$ cat config.mk
export PLATFORM = sky130hd
export DESIGN_NAME = cpubus_arbiter_2m
export DESIGN_NICKNAME = d
export VERILOG_FILES = /design/src/rtl/cpubus_arbiter_2m_pkg.sv /design/src/rtl/cpubus_arbiter_2m_bus_timeout_counter.sv /design/src/rtl/cpubus_arbiter_2m.sv
export SDC_FILE = /design/constraint.sdc
export NUM_CORES = 1
export LEC_CHECK = 0
export CORE_MARGIN = 10
export CORE_UTILIZATION = 45
export CTS_BUF_LIST = sky130_fd_sc_hd__clkbuf_2
export CTS_CLUSTER_SIZE = 14
export DETAILED_ROUTE_END_ITERATION = 8
export PLACE_DENSITY_LB_ADDON = 0.15
export SYNTH_ARGS = -nofsm -noshare
export SYNTH_HDL_FRONTEND = slang
export SYNTH_HIERARCHICAL = 1
export SYNTH_SLANG_ARGS = --single-unit
$ cat constraint.sdc
create_clock -name clk_i -period 4.7 [get_ports clk_i]
set_input_delay 0.705 -clock clk_i [delete_from_list [all_inputs] [get_ports clk_i]]
set_output_delay 0.705 -clock clk_i [all_outputs]
set_load 0.005 [all_outputs]
$ cat src/rtl/cpubus_arbiter_2m_pkg.sv
// Shared types and constants for the two-master CPU bus arbiter.
//   arb_state_t         : arbiter FSM state encoding
//   ARB_ERR_DATA        : read data returned to a master on a watchdog timeout
//   ARB_TIMEOUT_DEFAULT : default number of BUSY cycles allowed before timeout
package cpubus_arbiter_2m_pkg;

  typedef enum logic [1:0] {
    IDLE = 2'd0,
    BUSY = 2'd1,
    DONE = 2'd2
  } arb_state_t;

  localparam logic [31:0] ARB_ERR_DATA        = 32'hDEAD_BEEF;
  localparam int unsigned ARB_TIMEOUT_DEFAULT = 32'd255;

endpackage

$ cat src/rtl/cpubus_arbiter_2m_bus_timeout_counter.sv
// Watchdog counter for the arbiter's BUSY phase.
//   clk_i     : system clock
//   reset_i   : asynchronous active-low reset
//   clear_i   : restart the count from zero (asserted at grant)
//   enable_i  : count one more waited cycle
//   expired_o : high while the count sits at TIMEOUT_CYCLES-1, i.e. the
//               current cycle is the last one the slave is allowed to take
module cpubus_arbiter_2m_bus_timeout_counter #(
  parameter int unsigned TIMEOUT_CYCLES = 255
) (
  input  logic clk_i,
  input  logic reset_i,
  input  logic clear_i,
  input  logic enable_i,
  output logic expired_o
);

  localparam int unsigned     CNT_W    = $clog2(TIMEOUT_CYCLES + 1);
  localparam logic [CNT_W-1:0] CNT_LAST = CNT_W'(TIMEOUT_CYCLES - 1);

  logic [CNT_W-1:0] cnt_q;
  logic [CNT_W-1:0] cnt_d;

  assign expired_o = (cnt_q == CNT_LAST);

  // Next count: clear wins, otherwise count up and saturate at the last value.
  always_comb begin
    cnt_d = cnt_q;
    if (clear_i) begin
      cnt_d = {CNT_W{1'b0}};
    end else if (enable_i && !expired_o) begin
      cnt_d = cnt_q + {{(CNT_W-1){1'b0}}, 1'b1};
    end else begin
      cnt_d = cnt_q;
    end
  end

  // Count register.
  always_ff @(posedge clk_i or negedge reset_i) begin
    if (!reset_i) begin
      cnt_q <= {CNT_W{1'b0}};
    end else begin
      cnt_q <= cnt_d;
    end
  end

endmodule

$ cat src/rtl/cpubus_arbiter_2m.sv
// Two-master round-robin arbiter in front of a single memory-mapped slave.
// m0 is the core data port, m1 the UART debug bridge. One transaction is in
// flight at a time; the winning command is latched at grant and held on the
// s_* port until the slave acks or the watchdog expires, after which the
// granted master sees a one-cycle ack (plus err on timeout).
//   clk_i, reset_i (async, active low)
//   m{0,1}_req_i/we_i/addr_i/wdata_i : master commands
//   m{0,1}_rdata_o/ack_o/err_o       : registered master responses
//   s_req_o/we_o/addr_o/wdata_o      : registered slave command
//   s_rdata_i/s_ack_i                : slave response
module cpubus_arbiter_2m
  import cpubus_arbiter_2m_pkg::*;
#(
  parameter int unsigned ADDR_W         = 32,
  parameter int unsigned DATA_W         = 32,
  parameter int unsigned TIMEOUT_CYCLES = ARB_TIMEOUT_DEFAULT
) (
  input  logic              clk_i,
  input  logic              reset_i,
  input  logic              m0_req_i,
  input  logic              m0_we_i,
  input  logic [ADDR_W-1:0] m0_addr_i,
  input  logic [DATA_W-1:0] m0_wdata_i,
  output logic [DATA_W-1:0] m0_rdata_o,
  output logic              m0_ack_o,
  output logic              m0_err_o,
  input  logic              m1_req_i,
  input  logic              m1_we_i,
  input  logic [ADDR_W-1:0] m1_addr_i,
  input  logic [DATA_W-1:0] m1_wdata_i,
  output logic [DATA_W-1:0] m1_rdata_o,
  output logic              m1_ack_o,
  output logic              m1_err_o,
  output logic              s_req_o,
  output logic              s_we_o,
  output logic [ADDR_W-1:0] s_addr_o,
  output logic [DATA_W-1:0] s_wdata_o,
  input  logic [DATA_W-1:0] s_rdata_i,
  input  logic              s_ack_i
);

  arb_state_t        state_q, state_d;
  logic              last_grant_q, last_grant_d;
  logic              s_req_q, s_req_d;
  logic              s_we_q, s_we_d;
  logic [ADDR_W-1:0] s_addr_q, s_addr_d;
  logic [DATA_W-1:0] s_wdata_q, s_wdata_d;
  logic              m0_ack_q, m0_ack_d, m0_err_q, m0_err_d;
  logic              m1_ack_q, m1_ack_d, m1_err_q, m1_err_d;
  logic [DATA_W-1:0] m0_rdata_q, m0_rdata_d, m1_rdata_q, m1_rdata_d;

  logic              winner;
  logic              done_ack, done_err;
  logic [DATA_W-1:0] done_rdata;
  logic              cnt_clear, cnt_enable, cnt_expired;

  cpubus_arbiter_2m_bus_timeout_counter #(
    .TIMEOUT_CYCLES (TIMEOUT_CYCLES)
  ) u_timeout (
    .clk_i     (clk_i),
    .reset_i   (reset_i),
    .clear_i   (cnt_clear),
    .enable_i  (cnt_enable),
    .expired_o (cnt_expired)
  );

  // Next-state, grant and response computation.
  always_comb begin
    state_d      = state_q;
    last_grant_d = last_grant_q;
    s_req_d      = s_req_q;
    s_we_d       = s_we_q;
    s_addr_d     = s_addr_q;
    s_wdata_d    = s_wdata_q;
    m0_ack_d     = 1'b0;
    m0_err_d     = 1'b0;
    m0_rdata_d   = {DATA_W{1'b0}};
    m1_ack_d     = 1'b0;
    m1_err_d     = 1'b0;
    m1_rdata_d   = {DATA_W{1'b0}};
    cnt_clear    = 1'b0;
    cnt_enable   = 1'b0;
    done_ack     = 1'b0;
    done_err     = 1'b0;
    done_rdata   = {DATA_W{1'b0}};

    // On contention the master that did not win last time goes next.
    if (m0_req_i && m1_req_i) begin
      winner = ~last_grant_q;
    end else begin
      winner = m1_req_i;
    end

    case (state_q)
      IDLE: begin
        if (m0_req_i || m1_req_i) begin
          s_req_d      = 1'b1;
          s_we_d       = winner ? m1_we_i    : m0_we_i;
          s_addr_d     = winner ? m1_addr_i  : m0_addr_i;
          s_wdata_d    = winner ? m1_wdata_i : m0_wdata_i;
          last_grant_d = winner;
          cnt_clear    = 1'b1;
          state_d      = BUSY;
        end else begin
          state_d = IDLE;
        end
      end
      BUSY: begin
        // A slave ack in the final allowed cycle still counts as success.
        if (s_ack_i) begin
          s_req_d    = 1'b0;
          done_ack   = 1'b1;
          done_rdata = s_we_q ? {DATA_W{1'b0}} : s_rdata_i;
          state_d    = DONE;
        end else if (cnt_expired) begin
          s_req_d    = 1'b0;
          done_ack   = 1'b1;
          done_err   = 1'b1;
          done_rdata = DATA_W'(ARB_ERR_DATA);
          state_d    = DONE;
        end else begin
          cnt_enable = 1'b1;
        end
      end
      DONE: begin
        state_d = IDLE;
      end
      default: begin
        state_d = IDLE;
      end
    endcase

    // last_grant_q names the owner of the transaction being completed.
    if (last_grant_q) begin
      m1_ack_d   = done_ack;
      m1_err_d   = done_err;
      m1_rdata_d = done_rdata;
    end else begin
      m0_ack_d   = done_ack;
      m0_err_d   = done_err;
      m0_rdata_d = done_rdata;
    end
  end

  // FSM state and all registered outputs.
  always_ff @(posedge clk_i or negedge reset_i) begin
    if (!reset_i) begin
      state_q      <= IDLE;
      last_grant_q <= 1'b1;
      s_req_q      <= 1'b0;
      s_we_q       <= 1'b0;
      s_addr_q     <= {ADDR_W{1'b0}};
      s_wdata_q    <= {DATA_W{1'b0}};
      m0_ack_q     <= 1'b0;
      m0_err_q     <= 1'b0;
      m0_rdata_q   <= {DATA_W{1'b0}};
      m1_ack_q     <= 1'b0;
      m1_err_q     <= 1'b0;
      m1_rdata_q   <= {DATA_W{1'b0}};
    end else begin
      state_q      <= state_d;
      last_grant_q <= last_grant_d;
      s_req_q      <= s_req_d;
      s_we_q       <= s_we_d;
      s_addr_q     <= s_addr_d;
      s_wdata_q    <= s_wdata_d;
      m0_ack_q     <= m0_ack_d;
      m0_err_q     <= m0_err_d;
      m0_rdata_q   <= m0_rdata_d;
      m1_ack_q     <= m1_ack_d;
      m1_err_q     <= m1_err_d;
      m1_rdata_q   <= m1_rdata_d;
    end
  end

  assign s_req_o    = s_req_q;
  assign s_we_o     = s_we_q;
  assign s_addr_o   = s_addr_q;
  assign s_wdata_o  = s_wdata_q;
  assign m0_ack_o   = m0_ack_q;
  assign m0_err_o   = m0_err_q;
  assign m0_rdata_o = m0_rdata_q;
  assign m1_ack_o   = m1_ack_q;
  assign m1_err_o   = m1_err_q;
  assign m1_rdata_o = m1_rdata_q;

endmodule

---- Yosys cells after proc, flatten, opt, wreduce, memory -nomap -nowiden ----
Cells that the tools add are included.
storage, ports and cells
  bits of input ports ..................... 167
  logic and storage cells ................. 62
  output and inout port bits .............. 134
  register bits after elaboration ......... 145
operators by class
  muxes and demuxes ....................... 34
  eq/ne operators ......................... 4
  bitwise logic cells ..................... 1
  add/sub/neg operators ................... 1
  reductions and logical operators ........ 9
operators with widths
  operator                                              number
  2-to-1 mux 32 bit                                     8
  2-to-1 mux 1 bit                                      20
  2-to-1 mux 8 bit                                      2
  adder 8 x 1 -> 8 bit (second input constant)          1
  equality test 8 bit (second input constant)           1
  2-to-1 mux 2 bit                                      2
  one-hot mux 2 bit (2 select lines)                    1
  nonzero test 2 bit                                    2
  != test 3 x 2 -> 1 bit (second input constant)        1
  AND reduction 3 bit                                   1
  equality test 2 x 1 -> 1 bit (second input constant)  1
  logical AND 1 bit                                     2
  logical NOT 2 bit                                     1
  != test 2 bit (second input constant)                 1
  one-hot mux 1 bit (2 select lines)                    1
  AND reduction 2 bit                                   1
  logical NOT 1 bit                                     1
  logical OR 1 bit                                      1
  NOT 1 bit                                             1

---- Depth between registers and ports, before layout ----
Gate-level depths: netlist of the first run.
  depth in word-level cells ............... 7
  depth in mapped cells ................... 9
  mapped depth without buffers ............ 8

---- By module ----
Netlist of the first run, hierarchy kept.
modules (own cells, without submodules)
  module                                 sequential area each (um^2)  times used  cells each  area an instance (um^2)
  cpubus_arbiter_2m                      3429.5                       1           404         5779.3
  cpubus_arbiter_2m_bus_timeout_counter  200.2                        1           53          495.5

---- Worst setup path before layout of the first run ----
No wires, ideal clock.
  path kind ............................... input port to flip-flop
  start point ............................. in s_ack_i
  end point ............................... reg u_timeout.cnt_q[3]
  required time ........................... 4.575 ns
  stages on the path ...................... 5
  data arrival time ....................... 1.978 ns
  slack ................................... 2.597 ns
  buffers on the path ..................... 1
  library setup time ...................... 0.125 ns
  cell sequence ........................... buf_2 > nor3_1 > and3_1 > o211a_1 > mux2_4
on the way
  longest elaborated chain between the ends .. 4
ends and longest elaborated chain
  element                              line                                         source
  start: declaration                   cpubus_arbiter_2m.sv:39                      input logic s_ack_i
  2-to-1 mux 1 bit                     cpubus_arbiter_2m.sv:110                     if (s_ack_i) begin
  2-to-1 mux 1 bit                     cpubus_arbiter_2m.sv:94                      case (state_q)
  via cnt_enable                       cpubus_arbiter_2m.sv:55                      logic cnt_clear, cnt_enable, cnt_expired;
  logical AND 1 bit                    cpubus_arbiter_2m_bus_timeout_counter.sv:31  end else if (enable_i && !expired_o) begin
  nonzero test 2 bit (no source line)  --
  end signal: assignment               cpubus_arbiter_2m_bus_timeout_counter.sv:41  cnt_q <= {CNT_W{1'b0}};
  end signal: assignment               cpubus_arbiter_2m_bus_timeout_counter.sv:43  cnt_q <= cnt_d;
  end: declaration                     cpubus_arbiter_2m_bus_timeout_counter.sv:21  logic [CNT_W-1:0] cnt_q;
The timed path passes the listed nets, and every way through them passes these cells.
A chain may end at the register's enable or synchronous reset.

---- Worst setup path in the final report of the first run ----
Same ends and word-level chain as after synthesis.

==> flow_summary.yaml, run 1 <==
status:
  status: "finished, final reports clean"
grt:
  grt_pass1_vias: 5149
  overflow: 0
  grt_pass1_wl_um: 31500
  antenna_found_initial: 0
  grt_max_degree: 112
  track_usage_pct: 20.9
yosys:
  ys_ff_latch: 145
  yosysSeqAreaShare_pct: 57.8
  synth_common_cells: "144 x dfrtp_1, 91 x mux2_2, 61 x nor2_1"
  yosysMostFrequentCell: "dfrtp_1"
  synth_top_area_share_pct: 57.4
  syn_area_um2: 6270
  synthTopCellsByArea: "dfrtp_1 57%, mux2_2 16%, mux2_4 9.8%, nor2_1 3.6%, a21boi_0 3.0%"
  syn_avg_cell_area_um2: 13.7
  async_flop_share_pct: 100
  synthCells: 457
  post_synth_num_cell_types: 35
  synth_edf_count: 0
  synth_flop_cell: "dfrtp_1"
  synth_largest_area_cell: "dfrtp_1"
  yosysWarnings: 6
  syn-num-nets: 626
floorplan:
  rows: 43
  die-area_um2: 19100
  fp.dieH_um: 138
  core_um2: 13800
  io_pins: 301
  die_w_um: 138
  initial_core_util_pct: 45.6
timing:
  fin_skew_ns: 0.0214
  slew_headroom_pct: 33.9
  rsz0062_at_grt: "no"
  max_freq_ghz: 0.399
  hold_viol: 0
  finalSetupViolCount: 0
  drv_slew: 0
  worst_slew_pin_slew_ns: 0.991
  period_needed_ns: 2.51
  finalCritPeriodShare_pct: 53.4
  setup_tns_ns: 0
layout:
  final_cells: 948
  layout-drive-gt1-share_pct: 22.7
  final_nets: 924
  antennaDiodeCount: 0
  area_growth_pct: 53.6
clock_network:
  clock_latency_ns: 0.73
  clk_pin_slew_ns: 0.20
  htree_levels: 4
  cts_tree: "yes"
  clockBufferDepth: 2
  cts_root_buf: "clkbuf_2"
  hold_buffers: 0
  cts_setup_buffers: 0
  ctsResizeCount: 0
  clock_sinks: 145
  cts_made_buffers: 17
placed_design:
  dp.cells: 916
  dp_hpwl_um: 15700
  place_congestion: 0.877
  io_buffers: 300
worst_setup_path:
  critical_path_arrival_ns: 3.13
  worstSetupStartpointType: "primary input"
  r2r_start: "u_timeout/cnt_q[0]$_DFFE_PN0P_"
  critPathKind: "primary input to register"
  reg2reg_slack_ns: 2.25
  worst_setup_path_end_kind: "register"
  ff2ff_path_depth: 8
  crit_fanout: 28
  worstPathRequired_ns: 5.32
  reg2reg_to: "u_timeout/cnt_q[3]$_DFFE_PN0P_"
route:
  antenna_left: 0
  drt-total-wl_um: 20200
  via_per_inst: 4.98
  first_pass_iters: 4
  routedWlPerCell_um: 21.3
  drc: 0
  dr.first_iter.drc_count: 175
  vias: 4723
worst_hold_path:
  hp-class: "primary input to async pin"
power:
  power_density_nw_per_um2: 472
  p_leak_nw: 4.25
  peakVddDrop_v: 0.000295
  p_total_mw: 4.55
job:
  maxCapViolations: 0
area by class of cell:
type | instances | area (µm²)
Clock buffer | 17 | 85.1
Inverter | 6 | 22.5
Clock inverter | 15 | 145
Multi-Input combinational cell | 280 | 2490
Tap cell | 180 | 225
Timing Repair Buffer | 305 | 3040
Fill cell | 1002 | 4140
Sequential cell | 145 | 3630
cells by family after synthesis:
logic type                 after synthesis  synth area share (%)
DFF                                    145                  57.8
muxes                                  135                  26.6
and+or+nand+nor                        104                  7.96
AOI/OAI and AO/OA                       39                  4.49
buffers and inverters                   32                  2.69
adders and majority gates                2                 0.399
cell usage in the layout (no fill, tap or decap), types with 3 or more instances in the layout:
cell type / count
clkinv_4: 4
and2_1: 16
nor2_1: 61
nand2b_1: 4
mux2_2: 91
clkdlybuf4s50_1: 299
clkinvlp_4: 3
a21boi_0: 25
nor2b_1: 4
a21oi_1: 4
nor3_1: 3
clkbuf_2: 17
mux2_4: 41
dfrtp_1: 144
clkinv_2: 4
inv_1: 6
buf_4: 5
mux2i_1: 3
nand3_1: 3
registers in the layout (all words and copies together), names as in the netlist:
| signal | flops |
|---|---|
| m0_err_o | 1 |
| last_grant_q | 1 |
| s_we_o | 1 |
| m1_rdata_o | 32 |
| m0_ack_o | 1 |
| m1_ack_o | 1 |
| m0_rdata_o | 32 |
| s_req_o | 1 |
| s_wdata_o | 32 |
| s_addr_o | 32 |
| u_timeout/cnt_q | 8 |
| state_q | 2 |
| m1_err_o | 1 |
worst max path at each step:
stage / from / to / depth (start not counted)
final: s_ack_i / u_timeout/cnt_q[3]$_DFFE_PN0P_ / 5
after global routing: u_timeout/cnt_q[0]$_DFFE_PN0P_ / u_timeout/cnt_q[3]$_DFFE_PN0P_ / 8
after CTS: s_we_o$_DFFE_PN0P_ / s_we_o / 1
after detailed placement: s_ack_i / u_timeout/cnt_q[3]$_DFFE_PN0P_ / 5
after global placement: s_ack_i / u_timeout/cnt_q[3]$_DFFE_PN0P_ / 5
after floorplan: s_ack_i / u_timeout/cnt_q[3]$_DFFE_PN0P_ / 5
routing by layer:
layer	vias up	global-route usage [%]	part of all wire (%)
met3	30	8.08	8.6
met5	-	0	0
met4	0	7.71	2.4
met1	2326	23.2	39
met2	194	35.6	50
li1	2173	-	-
metrics by stage:
stage	utilization, %	cell area, µm²	worst slack [ns]	hold WS [ns]
after floorplan	-	6270	2.60	0.409
after global placement	68.3	9410	1.57	0.489
after detailed placement	68.3	9410	1.49	0.495
after CTS	70.0	9640	2.23	0.0720
after global routing	70.0	9640	2.11	0.0706
final	70.0	9640	2.19	0.0784
critical path, stage by stage:
cell	delay [ns]
clkdlybuf4s50_1	0.87
nor3_1	0.78
and3_1	0.28
o211a_1	0.19
mux2_4	0.30
where the power goes:
group / internal [mW] / switching [mW]
clock network: 0.238 / 0.452
logic: 1.26 / 0.759
registers: 1.64 / 0.202
total: 3.14 / 1.41
Note: power is estimated with default switching activity, not from simulation.
==> run 2, diff against run 1 <==
--- a/config.mk
+++ b/config.mk
@@ -6,7 +6,7 @@
 export NUM_CORES = 1
 export LEC_CHECK = 0
 export CORE_MARGIN = 10
-export CORE_UTILIZATION = 45
+export CORE_UTILIZATION = 38
 export CTS_BUF_LIST = sky130_fd_sc_hd__clkbuf_2
 export CTS_CLUSTER_SIZE = 14
 export DETAILED_ROUTE_END_ITERATION = 8
==> constraint.sdc (replaced) <==
create_clock -name clk_i -period 2.2 [get_ports clk_i]
set_input_delay 0.33 -clock clk_i [delete_from_list [all_inputs] [get_ports clk_i]]
set_output_delay 0.33 -clock clk_i [all_outputs]
set_load 0.005 [all_outputs]
==> run 2 against run 1 <==
Effect of this change:
- clock-buffer cell count unchanged
- flip-flop and latch count unchanged
- register-to-register slack worse by 2.1 ns
- final area up 3.9%
- largest cell class unchanged
- global-route usage down 1.8 points
- highest routed layer unchanged
- critical path type is now register to register
- critical endpoint unchanged
- sequential share of layout area down 1.4 points
- routed wire length up 4.5%
==> flow_summary.yaml, run 2 (synthesized netlist as in run 1, its figures left out) <==
status:
  status: "finished, final reports clean"
layout:
  final_cells: 1008
  area_growth_pct: 59.5
  final_common_cell: "clkdlybuf4s50_1"
  layout-drive-gt1-share_pct: 24.9
  final_nets: 947
  layout_common_cells: "298 x clkdlybuf4s50_1, 144 x dfrtp_1, 91 x mux2_2"
  fin_util_pct: 62.3
  nFillCells: 1225
timing:
  max_freq_ghz: 0.487
  worst_slew_pin_slew_ns: 1.06
  hold_viol: 0
  finalSetupViolCount: 0
  slew_headroom_pct: 29.2
  period_needed_ns: 2.05
  fin_skew_ns: 0.0253
  drv_slew: 0
  finalCritPeriodShare_pct: 93.3
clock_network:
  cts_root_buf: "clkbuf_2"
  clock_latency_ns: 0.70
  cts_made_buffers: 17
  htree_levels: 4
  clock_sinks: 145
  clockBufferDepth: 2
  clk_pin_slew_ns: 0.21
  cts_tree: "yes"
worst_setup_path:
  critPathKind: "register to register"
  r2r_start: "u_timeout/cnt_q[0]$_DFFE_PN0P_"
  crit_end: "u_timeout/cnt_q[3]$_DFFE_PN0P_"
  critPathBufInv: 2
  crit_chain: "inv_1 > ha_1 > nand3_1 > nor2_1 > nor3_2 > buf_4 > and3_1 > o211a_1 > mux2_4"
  crit_path_top_delay_cell: "dfrtp_1"
  reg2reg_slack_ns: 0.15
  crit_family: "simple AND/OR/NAND/NOR gates"
  worst_setup_path_end_kind: "register"
  timing.critical_path.from: "u_timeout/cnt_q[0]$_DFFE_PN0P_"
  crit_fanout: 8
  worstSetupStartpointType: "register"
  max_stage_delay_ns: 0.42
  reg2reg_to: "u_timeout/cnt_q[3]$_DFFE_PN0P_"
  critical_path_arrival_ns: 2.67
  worst-path-stages: 9
  ff2ff_path_depth: 9
  worstPathRequired_ns: 2.82
route:
  via_per_inst: 4.76
  dr.first_iter.drc_count: 154
  antenna_left: 0
  vias: 4797
  routedWlPerCell_um: 20.9
  drc: 0
  drt-total-wl_um: 21100
  first_pass_iters: 4
floorplan:
  core_um2: 16100
  io_pins: 301
  die-area_um2: 22100
  fp.dieH_um: 149
  rows: 46
  initial_core_util_pct: 39.1
  die_w_um: 149
grt:
  overflow: 0
  grt_pass1_vias: 5311
  antenna_found_initial: 1
  grt_max_degree: 56
  grt_pass1_wl_um: 32400
  track_usage_pct: 19.2
power:
  peakVddDrop_v: 0.000576
  p_total_mw: 10.3
  power_density_nw_per_um2: 1030
  p_leak_nw: 4.43
job:
  maxCapViolations: 0
placed_design:
  place_congestion: 0.788
  io_buffers: 300
  dp_hpwl_um: 16400
  dp.cells: 969
worst_hold_path:
  hp-class: "primary input to async pin"
==> run 2: cell count changes in the layout (fill, tap and decap cells not counted), moves of 2 or more <==
cell,before,now
clkinv_1,2,0
dlygate4sd3_1,0,3
buf_12,0,6
clkinv_2,4,2
bufinv_16,2,4
buf_4,5,19
inv_6,0,3
==> run 2: what timing repair did <==
item / in CTS / in global routing
buffers inserted: 0 / 3
setup endpoints to repair: 0 / 10
hold buffers: 3 / 0
resized for setup: 0 / 2
hold endpoints to repair: 145 / 0
==> run 2: cell type report <==
type / count / area, µm² / share of cell area [%]
clock inverters: 15 / 206 / 2.06
well taps: 216 / 270 / 2.70
multi-input cells: 280 / 2490 / 24.9
inverters: 6 / 22.5 / 0.225
diodes: 1 / 2.50 / 0.0250
flip-flops and latches: 145 / 3630 / 36.3
repair buffers: 328 / 3300 / 33.0
clock buffers: 17 / 85.1 / 0.850
==> run 2: where the power goes <==
| part | internal [mW] | switching, mW |
|---|---|---|
| Clock | 0.761 | 1.01 |
| Combinational | 2.89 | 1.69 |
| Sequential | 3.51 | 0.410 |
==> run 2: layer usage <==
layer  wire length, µm  up-vias  global-route usage (%)  share of wire, %
li1                  -     2221                       -                 -
met1              8300     2334                    22.1                39
met2             10200      218                    31.0                48
met3              2290       24                    8.74                11
met4               342        0                    6.14               1.6
met5                 0        -                       0                 0
==> run 2: worst register-to-register path, cell delays in order (launching register included) <==
cell and delay, ns:
dfrtp_1 0.42, inv_1 0.08, ha_1 0.21, nand3_1 0.13, nor2_1 0.24, nor3_2 0.08, buf_4 0.16, and3_1 0.20
o211a_1 0.15, mux2_4 0.30
==> run 2: worst min path at each step <==
stage             startpoint                        end  slack, ns  cells after the start
2_1_floorplan        reset_i         m0_ack_o$_DFF_PN0_       0.03                      0
3_3_place_gp         reset_i  s_wdata_o[18]$_DFFE_PN0P_       0.27                      1
3_5_place_dp         reset_i  s_wdata_o[18]$_DFFE_PN0P_       0.27                      1
4_1_cts              reset_i   last_grant_q$_DFFE_PN1P_       0.07                      2
5_1_grt        s_rdata_i[22]   m0_rdata_o[22]$_DFF_PN0_       0.07                      2
6_report             reset_i   last_grant_q$_DFFE_PN1P_       0.15                      2
==> run 2: through the flow <==
step / instance area, µm² / setup TNS, ns / hold slack (ns) / setup slack (ns)
3_3_place_gp: 9660 / 0 / 0.268 / 0.148
3_5_place_dp: 9660 / 0 / 0.269 / 0.108
5_1_grt: 10000 / -0.0108 / 0.0662 / -0.0108
4_1_cts: 9980 / 0 / 0.0667 / 0.0715
6_report: 10000 / 0 / 0.148 / 0.148
2_1_floorplan: 6270 / 0 / 0.0344 / 0.101
==> run 3, diff against run 2 <==
--- a/config.mk
+++ b/config.mk
@@ -10,7 +10,8 @@
 export CTS_BUF_LIST = sky130_fd_sc_hd__clkbuf_2
 export CTS_CLUSTER_SIZE = 14
 export DETAILED_ROUTE_END_ITERATION = 8
-export PLACE_DENSITY_LB_ADDON = 0.15
+export HOLD_SLACK_MARGIN = 0.1
+export PLACE_DENSITY = 0.82
 export SYNTH_ARGS = -nofsm -noshare
 export SYNTH_HDL_FRONTEND = slang
 export SYNTH_HIERARCHICAL = 1
==> run 3 against run 2 <==
Effect of this change:
- via count up 0.54%
- sequential share of layout area up 0.27 points
- critical path depth down 1
- final area down 0.75%
- clock power down 11%
- clock-buffer cell count up 1
- non-clock buffer count down 5
- flip-flop and latch count unchanged
- total power down 3.3%
- hold slack better by 0.059 ns
- clock skew up 0.012 ns
- critical endpoint is now m0_rdata_o[30]$_DFF_PN0_
==> flow_summary.yaml, run 3 (synthesized netlist as in run 1, its figures left out) <==
power:
  intPower_mw: 6.84
  p_sw_share_pct: 31.1
  p_clk_share_pct: 15.9
  combPwrFrac_pct: 44.4
  power_switching_mw: 3.09
  seq_power_share_pct: 39.8
  p_total_mw: 9.93
  peakVddDrop_v: 0.000441
  power_density_nw_per_um2: 1000
  p_leak_nw: 4.36
placed_design:
  place_congestion: 0.837
  pre_cts_ws_ns: 0.112
  io_buffers: 300
  dp_hpwl_um: 15700
grt:
  antenna_found_initial: 0
  track_usage_pct: 18.2
  grt_max_degree: 66
  grt_pass1_vias: 5338
  grt_pass1_wl_um: 31200
  overflow: 0
route:
  via_per_inst: 4.82
  drt-total-wl_um: 20500
  dr.first_iter.drc_count: 197
  first_pass_iters: 4
  drc: 0
  vias: 4823
  antenna_left: 0
  routedWlPerCell_um: 20.4
timing:
  finalCritPeriodShare_pct: 94.4
  max_freq_ghz: 0.482
  setup_slack_ns: 0.124
  slew_headroom_pct: 54.2
  worst_slew_pin_slew_ns: 0.686
  fin_skew_ns: 0.0368
  finalSetupViolCount: 0
  period_needed_ns: 2.08
  drv_slew: 0
  hold_viol: 0
clock_network:
  clock_sinks: 145
  clockBufferDepth: 2
  clk_pin_slew_ns: 0.22
  cts_tree: "yes"
  clock_latency_ns: 0.71
  cts_made_buffers: 17
  cts_root_buf: "clkbuf_2"
  htree_levels: 4
worst_setup_path:
  critPathKind: "register to register"
  worstSetupStartpointType: "register"
  critical_path_arrival_ns: 2.70
  worstPathRequired_ns: 2.82
  worst_setup_path_end_kind: "register"
  crit_fanout: 25
floorplan:
  rows: 46
  die-area_um2: 22100
  core_um2: 16100
  initial_core_util_pct: 39.1
  fp.dieH_um: 149
  die_w_um: 149
  io_pins: 301
job:
  maxCapViolations: 0
layout:
  area_growth_pct: 58.3
  fin_util_pct: 61.9
  layout-drive-gt1-share_pct: 23.6
  layout_common_cells: "299 x clkdlybuf4s50_1, 144 x dfrtp_1, 91 x mux2_2"
  nFillCells: 1234
  final_nets: 942
  antennaDiodeCount: 0
  final_common_cell: "clkdlybuf4s50_1"
worst_hold_path:
  hp-class: "primary input to register"
status:
  status: "finished, final reports clean"
run 3: final timing paths:
| check | slack [ns] | startpoint | cells after the start | end |
|---|---|---|---|---|
| setup / recovery | 0.12 | u_timeout/cnt_q[0]$_DFFE_PN0P_ | 8 | m0_rdata_o[30]$_DFF_PN0_ |
| hold / removal | 0.21 | s_rdata_i[8] | 2 | m0_rdata_o[8]$_DFF_PN0_ |
| setup reg to reg | 0.12 | u_timeout/cnt_q[0]$_DFFE_PN0P_ | 8 | m0_rdata_o[30]$_DFF_PN0_ |
| hold reg to reg | 0.53 | s_wdata_o[29]$_DFFE_PN0P_ | 1 | s_wdata_o[29]$_DFFE_PN0P_ |
| max in group asynchronous | 1.20 | reset_i | 4 | m0_rdata_o[8]$_DFF_PN0_ |
| min in group asynchronous | 0.68 | reset_i | 4 | m0_rdata_o[25]$_DFF_PN0_ |
run 3: power groups by stage:
stage                     combinational, mW  clock [mW]  sequential [mW]
after detailed placement               4.41           0             4.02
after CTS                              4.44        1.64             3.96
after floorplan                        1.79           0             4.03
final                                  4.41        1.58             3.95
after global routing                   4.71        1.77             4.06
after global placement                 4.32           0             3.97
run 3: layout make-up:
cell class | count | area [µm²] | area share, %
clock buffers | 18 | 90.1 | 0.907
multi-input cells | 280 | 2490 | 25.1
well taps | 216 | 270 | 2.72
clock inverters | 13 | 154 | 1.55
inverters | 6 | 22.5 | 0.227
repair buffers | 323 | 3270 | 33.0
flip-flops and latches | 145 | 3630 | 36.5
run 3: through the flow:
step           area (µm²)  std cells  hold slack (ns)  setup TNS (ns)
6_report             9930       1001            0.207               0
2_1_floorplan        6270        457           0.0344               0
3_3_place_gp         9560        958            0.261               0
3_5_place_dp         9560        958            0.267               0
5_1_grt              9930       1001            0.110         -0.0149
4_1_cts              9910        999            0.121               0
run 3: metal layers:
layer  part of all wire [%]  routed length (µm)  global-route usage [%]  up-vias
met2                     50               10200                    30.5      229
met1                     38                7690                    19.6     2375
met4                    1.3                 271                    5.45        0
li1                       -                   -                       -     2198
met5                      0                   0                       0        -
met3                     11                2340                    9.41       21
run 3: critical path: stages (launching register included):
cell and delay (ns):
dfrtp_1 0.45, inv_1 0.08, ha_1 0.20, nand3_1 0.14
nor2_1 0.22, nor2_1 0.12, or3_1 0.35, buf_4 0.23
nor2_1 0.21
run 3: timing repair:
item	in CTS	in global routing
hold buffers	10	0
setup buffers	0	2
gates resized for setup	0	1
setup endpoints to repair	0	4
hold endpoints to repair	157	0
